===== config.mk =====
export PLATFORM = sky130hd
export DESIGN_NAME = neuron_mac_sequencer
export DESIGN_NICKNAME = d
export VERILOG_FILES = /design/src/rtl/neuron_pkg.sv /design/src/rtl/neuron_sm_mul_stage.sv /design/src/rtl/neuron_mac_sequencer.sv
export SDC_FILE = /design/constraint.sdc
export NUM_CORES = 1
export LEC_CHECK = 0
export BUFFER_PORTS_ARGS = -buffer_cell sky130_fd_sc_hd__buf_2
export CORE_MARGIN = 2
export CORE_UTILIZATION = 39
export CTS_BUF_LIST = sky130_fd_sc_hd__clkbuf_4
export DETAILED_ROUTE_END_ITERATION = 6
export HOLD_SLACK_MARGIN = 0.02
export REMOVE_ABC_BUFFERS = 1
export SYNTH_ARGS = -nofsm -noshare
export SYNTH_HDL_FRONTEND = slang
export SYNTH_SLANG_ARGS = --single-unit

===== constraint.sdc =====
create_clock -name clk -period 3.7 [get_ports clk]
set_clock_uncertainty 0.05 [all_clocks]
set_input_delay 0.185 -clock clk [delete_from_list [all_inputs] [get_ports clk]]
set_output_delay 0.185 -clock clk [all_outputs]
set_load 0.01 [all_outputs]

===== src/rtl/neuron_pkg.sv =====
// Shared widths and FSM state encodings for the neuron MAC datapath.
// Fixed-point formats: input Q2.9 sign-magnitude, weight Q1.1, result Q12.10.
package neuron_pkg;

   localparam int IN_W     = 12;
   localparam int W_W      = 3;
   localparam int IN_FRAC  = 9;
   localparam int W_FRAC   = 1;
   localparam int PMAG_W   = 13;
   localparam int OUT_W    = 23;
   localparam int OUT_FRAC = 10;

   localparam int OUT_MAG_W = OUT_W - 1;

   typedef logic [1:0] state_t;

   localparam state_t IDLE  = 2'd0;
   localparam state_t RUN   = 2'd1;
   localparam state_t DRAIN = 2'd2;
   localparam state_t DONE  = 2'd3;

endpackage


===== src/rtl/neuron_sm_mul_stage.sv =====
// Registered sign-magnitude multiplier producing a signed two's-complement product.
// Idle cycles and zero-magnitude products both register +0.
module neuron_sm_mul_stage
   import neuron_pkg::*;
(
   input  logic                     clk,
   input  logic                     rst,
   input  logic                     en,
   input  logic [IN_W-1:0]          in_data,
   input  logic [W_W-1:0]           in_weight,
   output logic signed [PMAG_W:0]   product
);

   logic [PMAG_W-1:0] mag;
   logic              sign;

   // NOTE: combinational blocks use blocking assignments and assign every output on every path, so no latch is inferred.
   always_comb begin
      mag  = PMAG_W'(in_data[IN_W-2:0]) * PMAG_W'(in_weight[W_W-2:0]);
      sign = in_data[IN_W-1] ^ in_weight[W_W-1];
   end

   // NOTE: clocked state uses non-blocking assignments so every register samples pre-edge values.
   always_ff @(posedge clk) begin
      if (rst || !en) begin
         product <= '0;
      end else if (sign && (mag != '0)) begin
         product <= -$signed({1'b0, mag});
      end else begin
         product <= $signed({1'b0, mag});
      end
   end

endmodule


===== src/rtl/neuron_mac_sequencer.sv =====
// Streams N_INPUTS (input, weight) pairs through one multiplier stage and accumulates
// the products into a sign-magnitude neuron pre-activation result.
module neuron_mac_sequencer
   import neuron_pkg::*;
#(
   parameter int N_INPUTS = 4,
   parameter int ACC_W    = 16
) (
   input  logic                 clk,
   input  logic                 rst,
   input  logic                 start,
   output logic                 busy,
   input  logic                 in_valid,
   output logic                 in_ready,
   input  logic [IN_W-1:0]      in_data,
   input  logic [W_W-1:0]       in_weight,
   output logic                 out_valid,
   input  logic                 out_ready,
   output logic [OUT_W-1:0]     out_result
);

   localparam int CNT_W = $clog2(N_INPUTS + 1);
   localparam logic [CNT_W-1:0] LAST_BEAT = CNT_W'(N_INPUTS - 1);

   state_t                    state;
   logic [CNT_W-1:0]          beat_cnt;
   logic signed [ACC_W-1:0]   acc;
   logic signed [ACC_W-1:0]   acc_next;
   logic [ACC_W-1:0]          acc_abs;
   logic signed [PMAG_W:0]    product;
   logic                      beat;

   assign busy      = (state != IDLE);
   assign in_ready  = (state == RUN);
   assign out_valid = (state == DONE);
   assign beat      = in_valid && in_ready;

   neuron_sm_mul_stage u_mul (
      .clk       (clk),
      .rst       (rst),
      .en        (beat),
      .in_data   (in_data),
      .in_weight (in_weight),
      .product   (product)
   );

   // The result is taken from acc_next so the product landing in the DRAIN cycle is included.
   always_comb begin
      acc_next = acc + ACC_W'(product);
      acc_abs  = acc_next[ACC_W-1] ? ACC_W'(-acc_next) : ACC_W'(acc_next);
   end

   always_ff @(posedge clk) begin
      if (rst) begin
         state      <= IDLE;
         beat_cnt   <= '0;
         acc        <= '0;
         out_result <= '0;
      end else begin
         acc <= acc_next;
         case (state)
            IDLE: begin
               if (start) begin
                  state    <= RUN;
                  beat_cnt <= '0;
                  acc      <= '0;
               end
            end
            RUN: begin
               if (beat) begin
                  beat_cnt <= beat_cnt + 1'b1;
                  if (beat_cnt == LAST_BEAT) state <= DRAIN;
               end
            end
            DRAIN: begin
               state      <= DONE;
               out_result <= {acc_next[ACC_W-1], OUT_MAG_W'(acc_abs)};
            end
            default: begin
               if (out_ready) state <= IDLE;
            end
         endcase
      end
   end

endmodule


==> results of run 1 <==
## cells in the final DEF (no fill, tap or decap), types with 7 or more instances in the layout
| cell | n |
|---|---|
| a211oi_1 | 13 |
| a21o_1 | 10 |
| a21oi_1 | 30 |
| and2_1 | 19 |
| buf_2 | 39 |
| dfxtp_1 | 52 |
| ha_1 | 34 |
| inv_1 | 18 |
| nand2_1 | 26 |
| nand3_1 | 15 |
| nor2_1 | 62 |
| nor3_1 | 10 |
| o21ai_0 | 17 |
| or3_1 | 7 |
| xnor2_1 | 18 |
| xor2_1 | 10 |
## worst reg2reg max path: cells and delay by family (launching register included)
kind,cells,cell delay (ns)
AO/OA/AOI/OAI,4,1.09
adder cells (fa/ha/maj),2,0.71
flip-flops,1,0.32
AND/OR/NAND/NOR,4,1.02
## stage by stage
stage	hold slack (ns)	cell area [sq um]	util, %	worst slack (ns)
finish	0.0913	4450	43.1	0.468
global route	0.0939	4450	43.1	0.265
CTS	0.0754	4450	43.1	0.441
detailed placement	0.407	4400	42.6	0.448
global placement	0.405	4400	42.6	0.534
floorplan	0.204	4010	-	0.682
## cells by family after synthesis
group	Yosys count	synth area share [%]
xor+xnor	29	6.33
simple gates	192	25.4
flops	52	25.2
compound gates	134	25.0
mux	7	1.76
fa+ha+maj	36	11.3
other cells	1	0.0908
buf+inv	39	5.03
## sequential cells by signal, summed over array words and instances, names as in the netlist
signal	cells
acc	16
u_mul.product	14
beat_cnt	3
state	2
out_result	17
## layer usage
metal | up-vias | GRT usage, % | share of wire [%]
met3 | 11 | 2.01 | 3.2
met1 | 1599 | 19.7 | 50
li1 | 1841 | - | -
met4 | 0 | 5.94 | 2.1
met2 | 71 | 26.0 | 45
met5 | - | 0 | 0
## power groups by stage
stage | logic, mW | clock network [mW] | registers [mW]
6_report | 1.03 | 0.250 | 0.692
5_1_grt | 1.17 | 0.287 | 0.705
4_1_cts | 1.04 | 0.267 | 0.693
3_5_place_dp | 1.03 | 0 | 0.706
3_3_place_gp | 1.02 | 0 | 0.702
2_1_floorplan | 0.768 | 0 | 0.726
## how the worst max path moves through the flow
stage / from / end / slack [ns] / depth (start not counted)
floorplan: acc[0] / out_result[15] / 0.68 / 10
global placement: acc[0] / out_result[15] / 0.53 / 10
detailed placement: in_weight[1] / u_mul.product[1] / 0.45 / 13
CTS: acc[0] / out_result[15] / 0.44 / 10
global route: acc[0] / out_result[15] / 0.26 / 10
finish: acc[0] / out_result[15] / 0.47 / 10
## area by class of cell
cell class | instances | area (sq um) | share of cell area, %
tap | 136 | 170 | 3.83
sequential | 52 | 1040 | 23.4
clock buffer | 6 | 45.0 | 1.01
inverter | 18 | 67.6 | 1.52
clock inverter | 1 | 5.00 | 0.113
timing repair buffer | 42 | 218 | 4.90
multi-input combinational | 404 | 2900 | 65.2
==> flow_metrics.py, run 1 <==
metrics = {
    "clock_tree": {
        "ctsResizeCount": 0,
        "cts_root_buf": "clkbuf_4",
        "clk_pin_slew_ns": 0.15,
        "clock_sinks": 52,
        "cts_buffers": 5,
        "postCtsHoldBufs": 0,
        "cts_buffer_depth": 2,
        "post_cts.repair.setup_buffers": 0,
        "cts_tree": "built",
        "clk_latency_ns": 0.38,
        "ctsHtreeMaxLevel": 2,
    },
    "setup_path": {
        "cp_cell_sequence": "ha_1 -> fa_1 -> a211oi_4 -> nor4b_1 -> a311oi_4 -> o211ai_4 -> nor4b_4 -> nand2_1 -> or4b_1 -> a21oi_1",
        "r2r-start": "acc[0]",
        "required_ns": 3.98,
        "worst-path-buf-inv": 0,
        "cp-end-kind": "flip-flop",
        "crit_arrival_ns": 3.51,
        "criticalPathCategory": "reg2reg",
        "reg2reg_to": "out_result[15]",
        "rrSetupSlack_ns": 0.47,
        "crit_family": "compound AO/OA/AOI/OAI gates",
        "r2r_cells": 10,
        "start_kind": "flip-flop",
        "critPathSlowestCell": "or4b_1",
        "crit_fanout": 5,
        "cpPeakStageDelay_ns": 0.52,
    },
    "timing": {
        "timing_worst_slew_pin_value_ns": 0.875,
        "final.period_utilization_pct": 87.3,
        "post-route-min-period_ns": 3.23,
        "drv_slew": 0,
        "max_slew_margin_pct": 41.3,
        "hold_viol": 0,
        "finalSetupViolCount": 0,
        "tns_ns": 0,
        "fmax_mhz": 309,
        "rsz0062_at_grt": "no",
    },
    "grt": {
        "grt_pass1_wl_mm": 14.6,
        "grt_usage_pct": 15.3,
        "antenna_found_initial": 0,
        "grt_max_degree": 24,
        "grt_pass1_vias": 3277,
        "grt_overflow": 0,
    },
    "routing": {
        "first_pass_iters": 5,
        "drc": 0,
        "drtIter0Drc": 152,
        "dr_total_vias": 3522,
        "wirelength_mm": 8.46,
        "viasPerCell": 5.34,
        "wl_per_cell_um": 12.8,
        "ant_nets": 0,
    },
    "yosys": {
        "synth_seq_cells": 52,
        "synthTopCellsByCount": "nor2_1, dfxtp_1, ha_1",
        "yosysSeqAreaShare_pct": 25.2,
        "syn-instance-count": 490,
        "synth_edf_count": 0,
        "yosys_warnings": 0,
        "yosysUniqueCellTypes": 79,
        "synthFlopType": "dfxtp_1",
        "syn_area_per_cell_sq_um": 8.43,
        "synth_area_leaders": "dfxtp_1, ha_1, nor2_1, xnor2_1, a21oi_1",
        "syn_area_sq_um": 4130,
        "yosysTopAreaCellShare_pct": 25.2,
        "synth_top_area_cell": "dfxtp_1",
        "yosysMostFrequentCell": "nor2_1",
        "async_flop_share_pct": 0,
    },
    "power": {
        "p_seq_share_pct": 35.1,
        "total_power_mw": 1.97,
        "internal-power_mw": 1.16,
        "p_per_area_nw_per_um2": 444,
        "irDropWorstVdd_mv": 0.224,
        "clock_power_share_pct": 12.7,
        "leakagePower_nw": 1.93,
        "combPwrFrac_pct": 52.2,
        "p_sw_mw": 0.808,
        "swShare_pct": 40.9,
    },
    "floorplan": {
        "dieArea_sq_um": 11400,
        "start_util_pct": 40.0,
        "num_rows": 37,
        "fp.dieW_um": 107,
        "core_sq_um": 10300,
        "ios": 46,
        "die_y_um": 107,
    },
    "status": {
        "outcome": "finished clean",
    },
    "layout": {
        "drive_gt1_share_pct": 14.9,
        "n_antenna_cell": 0,
        "fin_cells": 659,
        "syn_to_final_growth_pct": 7.66,
        "nets": 579,
        "nFillCells": 1039,
    },
    "min_path": {
        "worstHoldEndpoint": "u_mul.product[0]",
        "min_path_cells": 3,
        "hp-class": "in2reg",
        "min-delay-start": "in_data[0]",
    },
    "job": {
        "max-cap-violations": 0,
    },
    "placed_design": {
        "dp_hpwl_mm": 6.68,
        "dp.cells": 652,
        "gp_congestion": 0.908,
        "portBuffers": 39,
    },
}
(Power assumes the default switching activity.)
==> inputs of run 2 (changes only) <==
- RECOVER_POWER: not set -> 25
==> run 2 against run 1 <==
  * First-iteration DRC count decreased by 0.66%
  * Sequential power about the same
  * Register-to-register slack about the same
  * Core utilization decreased by 0.22 points
  * Clock power about the same
  * Maximum frequency about the same
  * Die area unchanged
==> flow_metrics.py, run 2 (synthesis gave the netlist of run 1 again) <==
metrics = {
    "status": {
        "outcome": "finished clean",
    },
    "grt": {
        "antenna_found_initial": 0,
        "grt_max_degree": 24,
        "grt_usage_pct": 15.3,
        "grt_overflow": 0,
        "grt_pass1_vias": 3277,
        "grt_pass1_wl_mm": 14.6,
    },
    "setup_path": {
        "required_ns": 3.98,
        "cpPeakStageDelay_ns": 0.52,
        "cp_cell_sequence": "ha_1 -> fa_1 -> a211oi_4 -> nor4b_1 -> a311oi_4 -> o211ai_4 -> nor4b_4 -> nand2_1 -> or4b_1 -> a21oi_1",
        "crit_arrival_ns": 3.51,
        "cp-end-kind": "flip-flop",
        "critPathSlowestCell": "or4b_1",
        "criticalPathCategory": "reg2reg",
        "start_kind": "flip-flop",
        "crit_fanout": 5,
    },
    "clock_tree": {
        "cts_tree": "built",
        "ctsResizeCount": 0,
        "cts_root_buf": "clkbuf_4",
        "clk_latency_ns": 0.38,
        "clk_pin_slew_ns": 0.15,
        "post_cts.repair.setup_buffers": 0,
        "cts_buffer_depth": 2,
        "cts_buffers": 5,
        "clock_sinks": 52,
        "ctsHtreeMaxLevel": 2,
        "postCtsHoldBufs": 0,
    },
    "routing": {
        "drtIter0Drc": 151,
        "drc": 0,
        "wirelength_mm": 8.51,
        "dr_total_vias": 3524,
        "wl_per_cell_um": 12.9,
        "viasPerCell": 5.35,
        "first_pass_iters": 4,
        "ant_nets": 0,
    },
    "placed_design": {
        "dp_hpwl_mm": 6.68,
        "pre_cts_slack_ns": 0.448,
        "portBuffers": 39,
        "gp_congestion": 0.908,
    },
    "layout": {
        "drive_gt1_share_pct": 11.5,
        "syn_to_final_growth_pct": 7.12,
        "largest_register_ffs": 17,
        "nets": 579,
        "multiInputGateArea_sq_um": 2900,
        "final_cell_mix": "nor2_1, dfxtp_1, ha_1",
        "largestRegisters": "out_result: 17 flops, acc: 16 flops, u_mul.product: 14 flops",
        "regArea_sq_um": 1040,
        "final_common_cell": "nor2_1",
        "n_antenna_cell": 0,
        "nFillCells": 1047,
        "regMostFlops": "out_result",
    },
    "floorplan": {
        "start_util_pct": 40.0,
        "ios": 46,
        "num_rows": 37,
        "fp.dieW_um": 107,
        "die_y_um": 107,
        "core_sq_um": 10300,
        "dieArea_sq_um": 11400,
    },
    "timing": {
        "drv_slew": 0,
        "tns_ns": 0,
        "final.period_utilization_pct": 87.3,
        "post-route-min-period_ns": 3.23,
        "finalSetupViolCount": 0,
        "hold_viol": 0,
        "max_slew_margin_pct": 41.2,
        "rsz0062_at_grt": "no",
        "timing_worst_slew_pin_value_ns": 0.877,
        "setup_ws_ns": 0.469,
        "fmax_mhz": 310,
    },
    "power": {
        "irDropWorstVdd_mv": 0.220,
        "p_sw_mw": 0.811,
        "p_seq_share_pct": 35.4,
        "internal-power_mw": 1.15,
        "clock_power_share_pct": 12.8,
        "p_per_area_nw_per_um2": 444,
        "swShare_pct": 41.3,
        "combPwrFrac_pct": 51.9,
        "leakagePower_nw": 1.86,
    },
    "min_path": {
        "hp-class": "in2reg",
    },
    "job": {
        "max-cap-violations": 0,
    },
}
-- run 2: cell types whose count changed in the layout (fill, tap and decap cells not counted), sizes merged --
| cell | previous run | this run |
|---|---|---|
| buf | 42 | 24 |
| clkbuf | 6 | 24 |
-- run 2: worst max-delay path: cells and delay by family (launching register included) --
kind | cells | cell delay (ns)
and+or+nand+nor | 4 | 1.02
DFF | 1 | 0.32
adders and majority gates | 2 | 0.71
AOI/OAI and AO/OA | 4 | 1.08
-- run 2: layer usage --
metal / share of wire (%) / vias to the layer above / global-route usage [%]
met5: 0 / - / 0
met2: 45 / 65 / 26.0
met1: 50 / 1607 / 19.7
li1: - / 1841 / -
met3: 3.2 / 11 / 2.01
met4: 2.0 / 0 / 5.94
-- run 2: per-stage QoR --
step	hold slack (ns)	cells	power [mW]	utilization, %	instance area [sq um]
finish	0.0911	659	1.96	42.9	4420
global route	0.0939	659	2.15	42.9	4420
CTS	0.0754	659	2.00	43.1	4450
detailed placement	0.407	652	1.74	42.6	4400
global placement	0.405	652	1.72	42.6	4400
floorplan	0.204	474	1.49	-	4010
-- run 2: power by group through the flow --
stage | Combinational [mW] | Clock, mW | Sequential [mW]
3_3_place_gp | 1.02 | 0 | 0.702
2_1_floorplan | 0.768 | 0 | 0.726
5_1_grt | 1.15 | 0.287 | 0.707
6_report | 1.02 | 0.250 | 0.694
3_5_place_dp | 1.03 | 0 | 0.706
4_1_cts | 1.04 | 0.267 | 0.693
-- run 2: worst paths after layout --
| kind | startpoint | end | slack [ns] | cells after the start |
|---|---|---|---|---|
| hold reg to reg | out_result[15] | out_result[15] | 0.43 | 2 |
| setup / recovery | acc[0] | out_result[15] | 0.47 | 10 |
| hold / removal | in_data[0] | u_mul.product[0] | 0.09 | 3 |
| setup reg to reg | acc[0] | out_result[15] | 0.47 | 10 |
-- run 2: cell type report --
type / instances / share of cell area [%]
clock buffers: 6 / 1.02
clock inverters: 1 / 0.113
repair buffers: 42 / 4.41
multi-input cells: 404 / 65.6
flip-flops and latches: 52 / 23.5
well taps: 136 / 3.85
inverters: 18 / 1.53
